$ cat src/rtl/pixel_plotter_pkg.sv
// Shared types for the pixel plotter: FSM states, skid FIFO entry layout and a saturating counter helper.
// With PIXEL_PLOTTER_BBOX_EN defined, FIFO entries also carry the unclipped x/y for bounding-box tracking.
package pixel_plotter_pkg;

  typedef enum logic [2:0] {
    IDLE,
    CLEAR,
    DRAW,
    DRAIN,
    DONE
  } state_e;

  // Must be at least the ADDR_W used by any pixel_plotter instance.
  localparam int ENTRY_ADDR_W = 12;

  typedef struct packed {
`ifdef PIXEL_PLOTTER_BBOX_EN
    logic signed [31:0] x;
    logic signed [31:0] y;
`endif
    logic [ENTRY_ADDR_W-1:0] addr;
  } fifo_entry_t;

  function automatic logic [31:0] sat_inc(input logic [31:0] v);
    return (v == 32'hFFFF_FFFF) ? v : v + 32'd1;
  endfunction

endpackage

$ cat src/rtl/plotter_fifo.sv
// Small first-word-fall-through synchronous FIFO; a push into a full FIFO is taken only when
// a pop happens in the same cycle. clear_i empties it and wins over push/pop.
module plotter_fifo #(
  parameter int DEPTH = 4,
  parameter int WIDTH = 8
) (
  input  logic             clk_i,
  input  logic             rst_ni,
  input  logic             clear_i,
  input  logic             push_i,
  input  logic [WIDTH-1:0] wdata_i,
  input  logic             pop_i,
  output logic [WIDTH-1:0] rdata_o,
  output logic             full_o,
  output logic             empty_o
);

  localparam int AW = $clog2(DEPTH);

  logic [WIDTH-1:0] mem_q [DEPTH];
  logic [AW:0]      wr_q, wr_d, rd_q, rd_d;
  logic             do_push, do_pop;

  assign empty_o = (wr_q == rd_q);
  assign full_o  = (wr_q[AW] != rd_q[AW]) && (wr_q[AW-1:0] == rd_q[AW-1:0]);
  assign do_pop  = pop_i && !empty_o && !clear_i;
  assign do_push = push_i && (!full_o || do_pop) && !clear_i;
  assign rdata_o = mem_q[rd_q[AW-1:0]];

  always_comb begin
    wr_d = wr_q;
    rd_d = rd_q;
    if (clear_i) begin
      wr_d = '0;
      rd_d = '0;
    end else begin
      if (do_push) wr_d = wr_q + (AW+1)'(1);
      if (do_pop)  rd_d = rd_q + (AW+1)'(1);
    end
  end

  always_ff @(posedge clk_i or negedge rst_ni) begin
    if (!rst_ni) begin
      wr_q <= '0;
      rd_q <= '0;
    end else begin
      wr_q <= wr_d;
      rd_q <= rd_d;
    end
  end

  always_ff @(posedge clk_i) begin
    if (do_push) mem_q[wr_q[AW-1:0]] <= wdata_i;
  end

endmodule

$ cat src/rtl/pixel_plotter.sv
// Turns a signed (x, y) coordinate stream into clipped framebuffer writes, with a clear pass per frame.
// Optional macro PIXEL_PLOTTER_BBOX_EN adds bounding-box outputs over the written pixels.
module pixel_plotter
  import pixel_plotter_pkg::*;
#(
  parameter int FB_WIDTH   = 64,
  parameter int FB_HEIGHT  = 48,
  parameter int ADDR_W     = 12,
  parameter int COLOR_W    = 8,
  parameter int FIFO_DEPTH = 4
) (
  input  logic               _clock,
  input  logic               _reset_n,
  input  logic               _start,
  input  logic [COLOR_W-1:0] color,
  input  logic [COLOR_W-1:0] bg_color,
  input  logic               _in_valid,
  input  logic signed [31:0] _in0,
  input  logic signed [31:0] _in1,
  input  logic               _in_done,
  output logic               _in_ready,
  output logic               mem_we,
  output logic [ADDR_W-1:0]  mem_addr,
  output logic [COLOR_W-1:0] mem_data,
  output logic [31:0]        pixel_count,
  output logic [31:0]        clip_count,
  output logic               _done
`ifdef PIXEL_PLOTTER_BBOX_EN
  ,
  output logic signed [31:0] bbox_xmin,
  output logic signed [31:0] bbox_xmax,
  output logic signed [31:0] bbox_ymin,
  output logic signed [31:0] bbox_ymax
`endif
);

  localparam int          N_PIX     = FB_WIDTH * FB_HEIGHT;
  localparam logic [ADDR_W-1:0] LAST_ADDR = ADDR_W'(N_PIX - 1);
  localparam int          EW        = $bits(fifo_entry_t);

  state_e             state_q, state_d;
  logic [ADDR_W-1:0]  clr_q, clr_d;
  logic [COLOR_W-1:0] color_q, color_d, bg_q, bg_d;
  logic [31:0]        pix_cnt_q, pix_cnt_d, clip_cnt_q, clip_cnt_d;

  fifo_entry_t        push_entry, head_entry;
  logic [EW-1:0]      head_vec;
  logic               fifo_push, fifo_pop, fifo_clear, fifo_full, fifo_empty;
  logic               in_bounds;

  assign in_bounds = (_in0 >= 32'sd0) && (_in0 < 32'(FB_WIDTH)) &&
                     (_in1 >= 32'sd0) && (_in1 < 32'(FB_HEIGHT));

  // Address is formed at accept time so the write side only forwards a stored value.
  always_comb begin
    push_entry      = '0;
    push_entry.addr = ENTRY_ADDR_W'(_in1 * 32'(FB_WIDTH) + _in0);
`ifdef PIXEL_PLOTTER_BBOX_EN
    push_entry.x    = _in0;
    push_entry.y    = _in1;
`endif
  end

  assign head_entry = fifo_entry_t'(head_vec);

  plotter_fifo #(
    .DEPTH (FIFO_DEPTH),
    .WIDTH (EW)
  ) u_fifo (
    .clk_i   (_clock),
    .rst_ni  (_reset_n),
    .clear_i (fifo_clear),
    .push_i  (fifo_push),
    .wdata_i (push_entry),
    .pop_i   (fifo_pop),
    .rdata_o (head_vec),
    .full_o  (fifo_full),
    .empty_o (fifo_empty)
  );

`ifdef PIXEL_PLOTTER_BBOX_EN
  logic signed [31:0] xmin_q, xmin_d, xmax_q, xmax_d, ymin_q, ymin_d, ymax_q, ymax_d;
  assign bbox_xmin = xmin_q;
  assign bbox_xmax = xmax_q;
  assign bbox_ymin = ymin_q;
  assign bbox_ymax = ymax_q;
`endif

  always_comb begin
    state_d    = state_q;
    clr_d      = clr_q;
    color_d    = color_q;
    bg_d       = bg_q;
    pix_cnt_d  = pix_cnt_q;
    clip_cnt_d = clip_cnt_q;
    fifo_push  = 1'b0;
    fifo_pop   = 1'b0;
    fifo_clear = 1'b0;
    _in_ready  = 1'b0;
    mem_we     = 1'b0;
    mem_addr   = '0;
    mem_data   = '0;
    _done      = 1'b0;
`ifdef PIXEL_PLOTTER_BBOX_EN
    xmin_d     = xmin_q;
    xmax_d     = xmax_q;
    ymin_d     = ymin_q;
    ymax_d     = ymax_q;
`endif

    case (state_q)
      CLEAR: begin
        mem_we   = 1'b1;
        mem_addr = clr_q;
        mem_data = bg_q;
        clr_d    = clr_q + ADDR_W'(1);
        if (clr_q == LAST_ADDR) state_d = DRAW;
      end
      DRAW: begin
        _in_ready = !fifo_full;
        if (_in_valid && !fifo_full) begin
          if (in_bounds) fifo_push  = 1'b1;
          else           clip_cnt_d = sat_inc(clip_cnt_q);
        end
        if (_in_done) state_d = DRAIN;
      end
      DRAIN: begin
        if (fifo_empty) state_d = DONE;
      end
      DONE: begin
        _done = 1'b1;
      end
      default: ;
    endcase

    // Write side of the skid FIFO, shared by DRAW and DRAIN.
    if ((state_q == DRAW || state_q == DRAIN) && !fifo_empty) begin
      fifo_pop  = 1'b1;
      mem_we    = 1'b1;
      mem_addr  = ADDR_W'(head_entry.addr);
      mem_data  = color_q;
      pix_cnt_d = sat_inc(pix_cnt_q);
`ifdef PIXEL_PLOTTER_BBOX_EN
      if (head_entry.x < xmin_q) xmin_d = head_entry.x;
      if (head_entry.x > xmax_q) xmax_d = head_entry.x;
      if (head_entry.y < ymin_q) ymin_d = head_entry.y;
      if (head_entry.y > ymax_q) ymax_d = head_entry.y;
`endif
    end

    // A start aborts whatever is in flight, including a pixel popping this cycle.
    if (_start) begin
      state_d    = CLEAR;
      clr_d      = '0;
      color_d    = color;
      bg_d       = bg_color;
      pix_cnt_d  = '0;
      clip_cnt_d = '0;
      fifo_clear = 1'b1;
      fifo_push  = 1'b0;
      if (fifo_pop) begin
        mem_we   = 1'b0;
        mem_addr = '0;
        mem_data = '0;
      end
      fifo_pop   = 1'b0;
`ifdef PIXEL_PLOTTER_BBOX_EN
      xmin_d     = 32'sh7FFF_FFFF;
      xmax_d     = 32'sh8000_0000;
      ymin_d     = 32'sh7FFF_FFFF;
      ymax_d     = 32'sh8000_0000;
`endif
    end
  end

  always_ff @(posedge _clock or negedge _reset_n) begin
    if (!_reset_n) begin
      state_q    <= IDLE;
      clr_q      <= '0;
      color_q    <= '0;
      bg_q       <= '0;
      pix_cnt_q  <= '0;
      clip_cnt_q <= '0;
    end else begin
      state_q    <= state_d;
      clr_q      <= clr_d;
      color_q    <= color_d;
      bg_q       <= bg_d;
      pix_cnt_q  <= pix_cnt_d;
      clip_cnt_q <= clip_cnt_d;
    end
  end

`ifdef PIXEL_PLOTTER_BBOX_EN
  always_ff @(posedge _clock or negedge _reset_n) begin
    if (!_reset_n) begin
      xmin_q <= 32'sh7FFF_FFFF;
      xmax_q <= 32'sh8000_0000;
      ymin_q <= 32'sh7FFF_FFFF;
      ymax_q <= 32'sh8000_0000;
    end else begin
      xmin_q <= xmin_d;
      xmax_q <= xmax_d;
      ymin_q <= ymin_d;
      ymax_q <= ymax_d;
    end
  end
`endif

  assign pixel_count = pix_cnt_q;
  assign clip_count  = clip_cnt_q;

endmodule

$ cat config.mk
export PLATFORM = sky130hd
export DESIGN_NAME = pixel_plotter
export DESIGN_NICKNAME = d
export VERILOG_FILES = /design/src/rtl/pixel_plotter_pkg.sv /design/src/rtl/plotter_fifo.sv /design/src/rtl/pixel_plotter.sv
export SDC_FILE = /design/constraint.sdc
export NUM_CORES = 1
export LEC_CHECK = 0
export ABC_CLOCK_PERIOD_IN_PS = 3970
export CAP_MARGIN = 5
export CORE_ASPECT_RATIO = 1.1
export CORE_MARGIN = 3
export CORE_UTILIZATION = 50
export DETAILED_ROUTE_END_ITERATION = 10
export PLACE_DENSITY = 0.79
export SETUP_SLACK_MARGIN = 0.02
export SKIP_CTS_REPAIR_TIMING = 1
export SLEW_MARGIN = 20
export SYNTH_ARGS = -nofsm -noshare
export SYNTH_HDL_FRONTEND = slang
export SYNTH_HIERARCHICAL = 1
export SYNTH_SLANG_ARGS = --single-unit
$ cat constraint.sdc
create_clock -name _clock -period 3.97 [get_ports _clock]
set_input_delay 0.397 -clock _clock [delete_from_list [all_inputs] [get_ports _clock]]
set_output_delay 0.397 -clock _clock [all_outputs]
set_load 0.05 [all_outputs]
* Word level (Yosys, flattened, before mapping)
Memory sizes are Yosys's and may differ from the RTL's.
Index checks and enable logic that the tools add are counted.
** Storage, ports and cells
- Input port bits :: 85
- Memories kept :: 1
- Output and inout port bits :: 87
- Bits in writable memories :: 48
- Latch bits :: 0
- ROM bits :: 0
- Flip-flop bits (word level) :: 101
** Memory list
- u_fifo.mem_q :: words 4, bits a word 12, rd ports 1, clocked after Yosys merged registers in 0, wr ports 1, line plotter_fifo.sv:20 : logic [WIDTH-1:0] mem_q [DEPTH];
** Cells by class
- Multiply operators :: 0
- Bitwise logic cells :: 0
- Shift operators :: 0
- Reduce and logical (&&, ||, !) cells :: 25
- Add/subtract/negate cells :: 6
- Divide/modulo/power cells :: 0
- Order comparisons :: 4
- Muxes and demuxes :: 42
- Equality and inequality tests :: 16
** Operator list (count)
- 32-bit 2-to-1 mux :: 8
- 12-bit 2-to-1 mux :: 6
- 32-bit by 1-bit adder with 32-bit output (second input constant) :: 2
- 32-bit == test (second input constant) :: 2
- 32-bit by 1-bit >= comparator with 1-bit output (second input constant) :: 2
- 32-bit by 7-bit < comparator with 1-bit output (second input constant) :: 1
- 32-bit by 8-bit < comparator with 1-bit output (second input constant) :: 1
- 8-bit 2-to-1 mux :: 4
- 3-bit 2-to-1 mux :: 8
- 1-bit 2-to-1 mux :: 15
- 12-bit by 1-bit adder with 12-bit output (second input constant) :: 1
- 12-bit adder :: 1
- 12-bit == test (second input constant) :: 1
- 2-bit nonzero test :: 6
- 1-bit logical AND :: 10
- 3-bit case mux with 3 select lines :: 1
- 4-bit AND reduction :: 2
- 3-bit by 1-bit adder with 3-bit output (second input constant) :: 2
- 3-bit by 2-bit == test with 1-bit output (second input constant) :: 2
- 2-bit inequality test (second input constant) :: 3
- 3-bit inequality test (second input constant) :: 2
- 4-bit nonzero test :: 1
- 3-bit by 1-bit == test with 1-bit output (second input constant) :: 1
- 3-bit == test :: 1
- 7 further kinds :: 10

* Depth between registers and ports, before layout
- Depth in word-level cells :: 12
- Mapped depth :: 12

* Modules after synthesis
Netlist, hierarchy kept.
** Modules (own cells, without submodules)
- pixel_plotter :: times used 1, cells each 565, area an instance 5444.0 µm², sequential area each 2377.3 µm²
- plotter_fifo :: times used 1, cells each 118, area an instance 2267.2 µm², sequential area each 1591.5 µm²

* Worst setup path before layout
Ideal clock, no wire load.
- Kind :: register to register
- Start :: reg u_fifo.rd_q[0]
- End :: mem u_fifo/mem_q[3][0] in the netlist's numbering, enable pin
- Setup time :: 355 ps
- Path slack :: 1023 ps
- Data arrival time :: 2592 ps
- Period minus slack after synthesis :: 2947 ps
- Cell stages (with the launch flop) :: 11
- Path through :: dfrtp_1 -> buf_2 -> xnor2_4 -> nand2_1 -> nor2_1 -> nor4b_4 -> and2_1 -> and2_1 -> nand2b_1 -> a41oi_1 -> and2_1
** RTL lines
- from (decl) :: line plotter_fifo.sv:21 : logic [AW:0] wr_q, wr_d, rd_q, rd_d;
- from (signal assigned) :: line plotter_fifo.sv:48 : rd_q <= rd_d;
- 2-bit == test :: line plotter_fifo.sv:25 : assign full_o = (wr_q[AW] != rd_q[AW]) && (wr_q[AW-1:0] == rd_q[AW-1:0]);
- 1-bit logical AND :: line plotter_fifo.sv:25
- via fifo_full :: line pixel_plotter.sv:48 : logic fifo_push, fifo_pop, fifo_clear, fifo_full, fifo_empty;
- 1-bit logical NOT :: line pixel_plotter.sv:121 : if (_in_valid && !fifo_full) begin
- 1-bit logical AND :: line pixel_plotter.sv:121
- 1-bit 2-to-1 mux :: line pixel_plotter.sv:121
- 1-bit 2-to-1 mux :: line pixel_plotter.sv:111 : case (state_q)
- 1-bit 2-to-1 mux :: line pixel_plotter.sv:152 : if (_start) begin
- via fifo_push :: line pixel_plotter.sv:48
- 1-bit logical AND (2 in series) :: line plotter_fifo.sv:27 : assign do_push = push_i && (!full_o || do_pop) && !clear_i;
- 1-bit 2-to-1 mux :: line plotter_fifo.sv:53 : if (do_push) mem_q[wr_q[AW-1:0]] <= wdata_i;
- 1-bit 2-to-1 mux (not written as such) :: line plotter_fifo.sv:53
- to (decl) :: line plotter_fifo.sv:20
The timed path passes the listed nets, and every way through them passes these cells.

* Final worst setup path
- Start :: reg u_fifo.rd_q[1]
- End :: out mem_we
** On the way
- Word-level cells in the longest chain between the ends :: 6
** Ends and longest elaborated chain
- 3-bit == test (*) :: line plotter_fifo.sv:24 : assign empty_o = (wr_q == rd_q);
- via fifo_empty :: line pixel_plotter.sv:48
- 1-bit logical NOT (*) :: line pixel_plotter.sv:137 : if ((state_q == DRAW || state_q == DRAIN) && !fifo_empty) begin
- 1-bit logical AND (*) :: line pixel_plotter.sv:137
- 1-bit 2-to-1 mux :: line pixel_plotter.sv:137
- 1-bit 2-to-1 mux :: line pixel_plotter.sv:161 : if (fifo_pop) begin
- 1-bit 2-to-1 mux (*) :: line pixel_plotter.sv:152
- to (decl) :: line pixel_plotter.sv:22 : output logic mem_we,
The timed path passes the listed nets; every way through them passes the cells marked *.

==> results.py <==
metrics = {
    "synthesis": {
        "synth_edf_count": 48,
        "yosys_warnings": 6,
        "ys_types": 63,
        "yosysTopAreaCell": "dfrtp_1",
        "synthesis.area_sq_um": 7710,
        "synth-seq-cells": 149,
        "ys.flop_type": "dfrtp_1",
        "avgSynthCellArea_sq_um": 11.3,
        "synthTopCellsByCount": "101 x dfrtp_1, 69 x nor2_1, 48 x edfxtp_1, 41 x nand2_1, 31 x a21oi_1",
        "yosysSeqAreaShare_pct": 51.5,
        "ys_async_sr_fraction_pct": 67.8,
        "netlist_instances": 683,
        "synth_fp_nets": 782,
        "yosysTopAreaCellShare_pct": 32.8,
        "netlist_top_cells_area": "dfrtp_1 33%, edfxtp_1 19%, mux4_2 3.5%, xor2_1 3.4%, nor2_1 3.4%",
        "synth.most_common_cell": "dfrtp_1",
    },
    "critical_path": {
        "crit_path_cell_trace": "buf_4 -> xnor2_2 -> nand2_1 -> nor2_1 -> or3b_1 -> nor2_1 -> buf_4 -> or2_2 -> buf_12",
        "cp.arrival_ps": 2850,
        "critPathCaptureType": "primary output",
        "reg2reg_slack_ps": 900,
        "critical_path.slowest_cell": "xnor2_2",
        "rr_endpoint": "u_fifo/mem_q[3][5]$_DFFE_PP_",
        "critPathKind": "reg2out",
        "slowest_delay_ps": 420,
        "crit_family": "simple AND/OR/NAND/NOR gates",
        "required_ps": 3570,
        "reg2reg_depth": 10,
        "cp_max_fo": 22,
        "critPathLaunchType": "flop",
        "regToRegStartpoint": "u_fifo/rd_q[1]$_DFFE_PN0P_",
        "cp_num_buf_inv": 3,
    },
    "routing": {
        "vias_per_cell": 5.89,
        "drt_first_pass_iters": 5,
        "vias": 6219,
        "wl_um": 19300,
        "wl_per_cell_um": 18.3,
        "drc": 0,
        "drtIter0Drc": 646,
        "ant_nets": 0,
    },
    "run_status": {
        "status": "finished clean",
    },
    "power_and_ir_drop": {
        "ir_drop_mv": 0.367,
        "p_leak_nw": 3.98,
        "p_total_mw": 3.56,
        "p_per_area_nw_per_um2": 342,
    },
    "grt": {
        "grt_max_degree": 97,
        "antenna_found_initial": 0,
        "grt_pass1_wl_um": 31300,
        "grt_overflow": 0,
        "grt.total_usage_pct": 23.0,
        "grt_pass1_vias": 6150,
    },
    "finish": {
        "synthToLayoutAreaGrowth_pct": 34.7,
        "finalInstanceArea_sq_um": 10400,
        "utilization_pct": 70.5,
        "drive_gt1_share_pct": 13.3,
        "diodes": 0,
        "nets": 949,
        "fin_cells": 1055,
    },
    "clocking": {
        "cts_num_sinks": 149,
        "clk_pin_slew_ps": 60,
        "clk_latency_ps": 420,
        "cts_htree_levels": 4,
        "cts_max_path_buffers": 2,
        "root_buffer": "clkbuf_16",
        "tritoncts": "done",
        "cts_buffers": 17,
    },
    "timing": {
        "worst_slew_margin_rel_pct": 32.0,
        "setup_viol": 0,
        "rsz0062_at_grt": "no",
        "fmax_mhz": 308,
        "hold_viol_final": 0,
        "holdWs_ps": 312,
        "slew_violations": 0,
        "worstMarginPinSlew_ps": 1020,
        "final.min_clock_period_ps": 3240,
        "finalCritPeriodShare_pct": 81.7,
        "finalSetupTns_ps": 0,
        "fin_skew_ps": 8.61,
        "fin_ws_ps": 728,
    },
    "floorplan": {
        "fp.dieW_um": 124,
        "coreArea_sq_um": 14700,
        "start_util_pct": 52.3,
        "rows": 46,
        "die_y_um": 136,
        "die-area_sq_um": 17000,
        "num_io_pins": 172,
    },
    "place": {
        "dpl.cell_count": 1021,
        "dp_hpwl_um": 13800,
        "dp_slack_ps": 353,
        "gp_congestion": 0.847,
        "port_buffers": 171,
        "dpl_cell_area_sq_um": 9760,
    },
    "hold_path": {
        "min_to": "clip_count[21]$_DFFE_PN0P_",
        "hold_path_depth": 2,
        "worstHoldPathType": "in2reg",
        "hold_start": "_start",
    },
    "run": {
        "cap_violations": 0,
    },
}
[worst reg2reg max path, delay by kind of cell, from the launching register on]
| family | cells | cell delay (ps) |
|---|---|---|
| flip-flops | 1 | 360 |
| buffers and inverters | 1 | 200 |
| XOR/XNOR | 1 | 250 |
| AO/OA/AOI/OAI | 1 | 270 |
| AND/OR/NAND/NOR | 7 | 1630 |
[how the worst max path moves through the flow]
stage | start | endpoint | depth (start not counted)
6_report | u_fifo/rd_q[1]$_DFFE_PN0P_ | mem_we | 9
5_1_grt | _in0[17] | u_fifo/mem_q[3][5]$_DFFE_PP_ | 8
4_1_cts | u_fifo/rd_q[1]$_DFFE_PN0P_ | mem_addr[7] | 9
3_5_place_dp | _in0[11] | u_fifo/mem_q[1][0]$_DFFE_PP_ | 8
3_3_place_gp | _in0[17] | u_fifo/mem_q[1][0]$_DFFE_PP_ | 8
2_1_floorplan | u_fifo/rd_q[0]$_DFFE_PN0P_ | u_fifo/mem_q[3][0]$_DFFE_PP_ | 10
[layout by cell type, fill, tap and decap left out, types with 13 or more instances in the layout]
master,netlist,final
a21oi_1,31,31
a22o_1,20,20
buf_12,0,21
clkbuf_16,0,17
clkdlybuf4s50_1,0,148
dfrtp_1,101,101
edfxtp_1,48,48
ha_1,13,13
inv_1,18,18
mux2_2,20,20
nand2_1,41,41
nand3_1,30,30
nand4_1,30,30
nor2_1,69,69
nor4_1,21,21
o21ai_0,20,20
or3_1,16,16
xnor2_1,15,15
xor2_1,30,30
[cell type report]
cell class | count | area, sq um
fill | 1017 | 4350
multi-input combinational | 484 | 3510
inverter | 18 | 67.6
timing repair buffer | 180 | 2010
clock buffer | 17 | 425
sequential | 149 | 3970
tap | 192 | 240
clock inverter | 15 | 164
[flip-flops by register name (all words and copies together) (netlist names)]
register	cells
bg_q	8
clip_count	32
clr_q	12
color_q	8
pixel_count	32
state_q	3
u_fifo/mem_q	48
u_fifo/rd_q	3
u_fifo/wr_q	3
[routing by layer]
layer / vias up / global-route usage, % / part of all wire (%)
met1: 3067 / 27.9 / 40
met5: - / 0 / 0
li1: 2883 / - / -
met2: 244 / 41.3 / 52
met3: 25 / 5.70 / 6.0
met4: 0 / 5.91 / 1.3
[logic make-up (layout without fill, tap and decap cells)]
group,after synthesis,in the layout,synth area share [%]
AND/OR/NAND/NOR,280,280,20.9
AO/OA/AOI/OAI,104,104,9.22
multiplexers,39,39,7.38
adder cells (fa/ha/maj),14,14,2.37
flip-flops,149,149,51.5
buffers and inverters,50,230,2.99
XOR/XNOR,47,47,5.68
[power by group]
part / leakage, nW / internal [mW] / switching, mW / total, mW
Sequential: 1.80 / 1.62 / 0.0172 / 1.64
Clock: 0.289 / 0.894 / 0.686 / 1.58
Combinational: 1.89 / 0.171 / 0.169 / 0.340
Total: 3.98 / 2.68 / 0.872 / 3.56
Note: power is estimated with default switching activity, not from simulation.
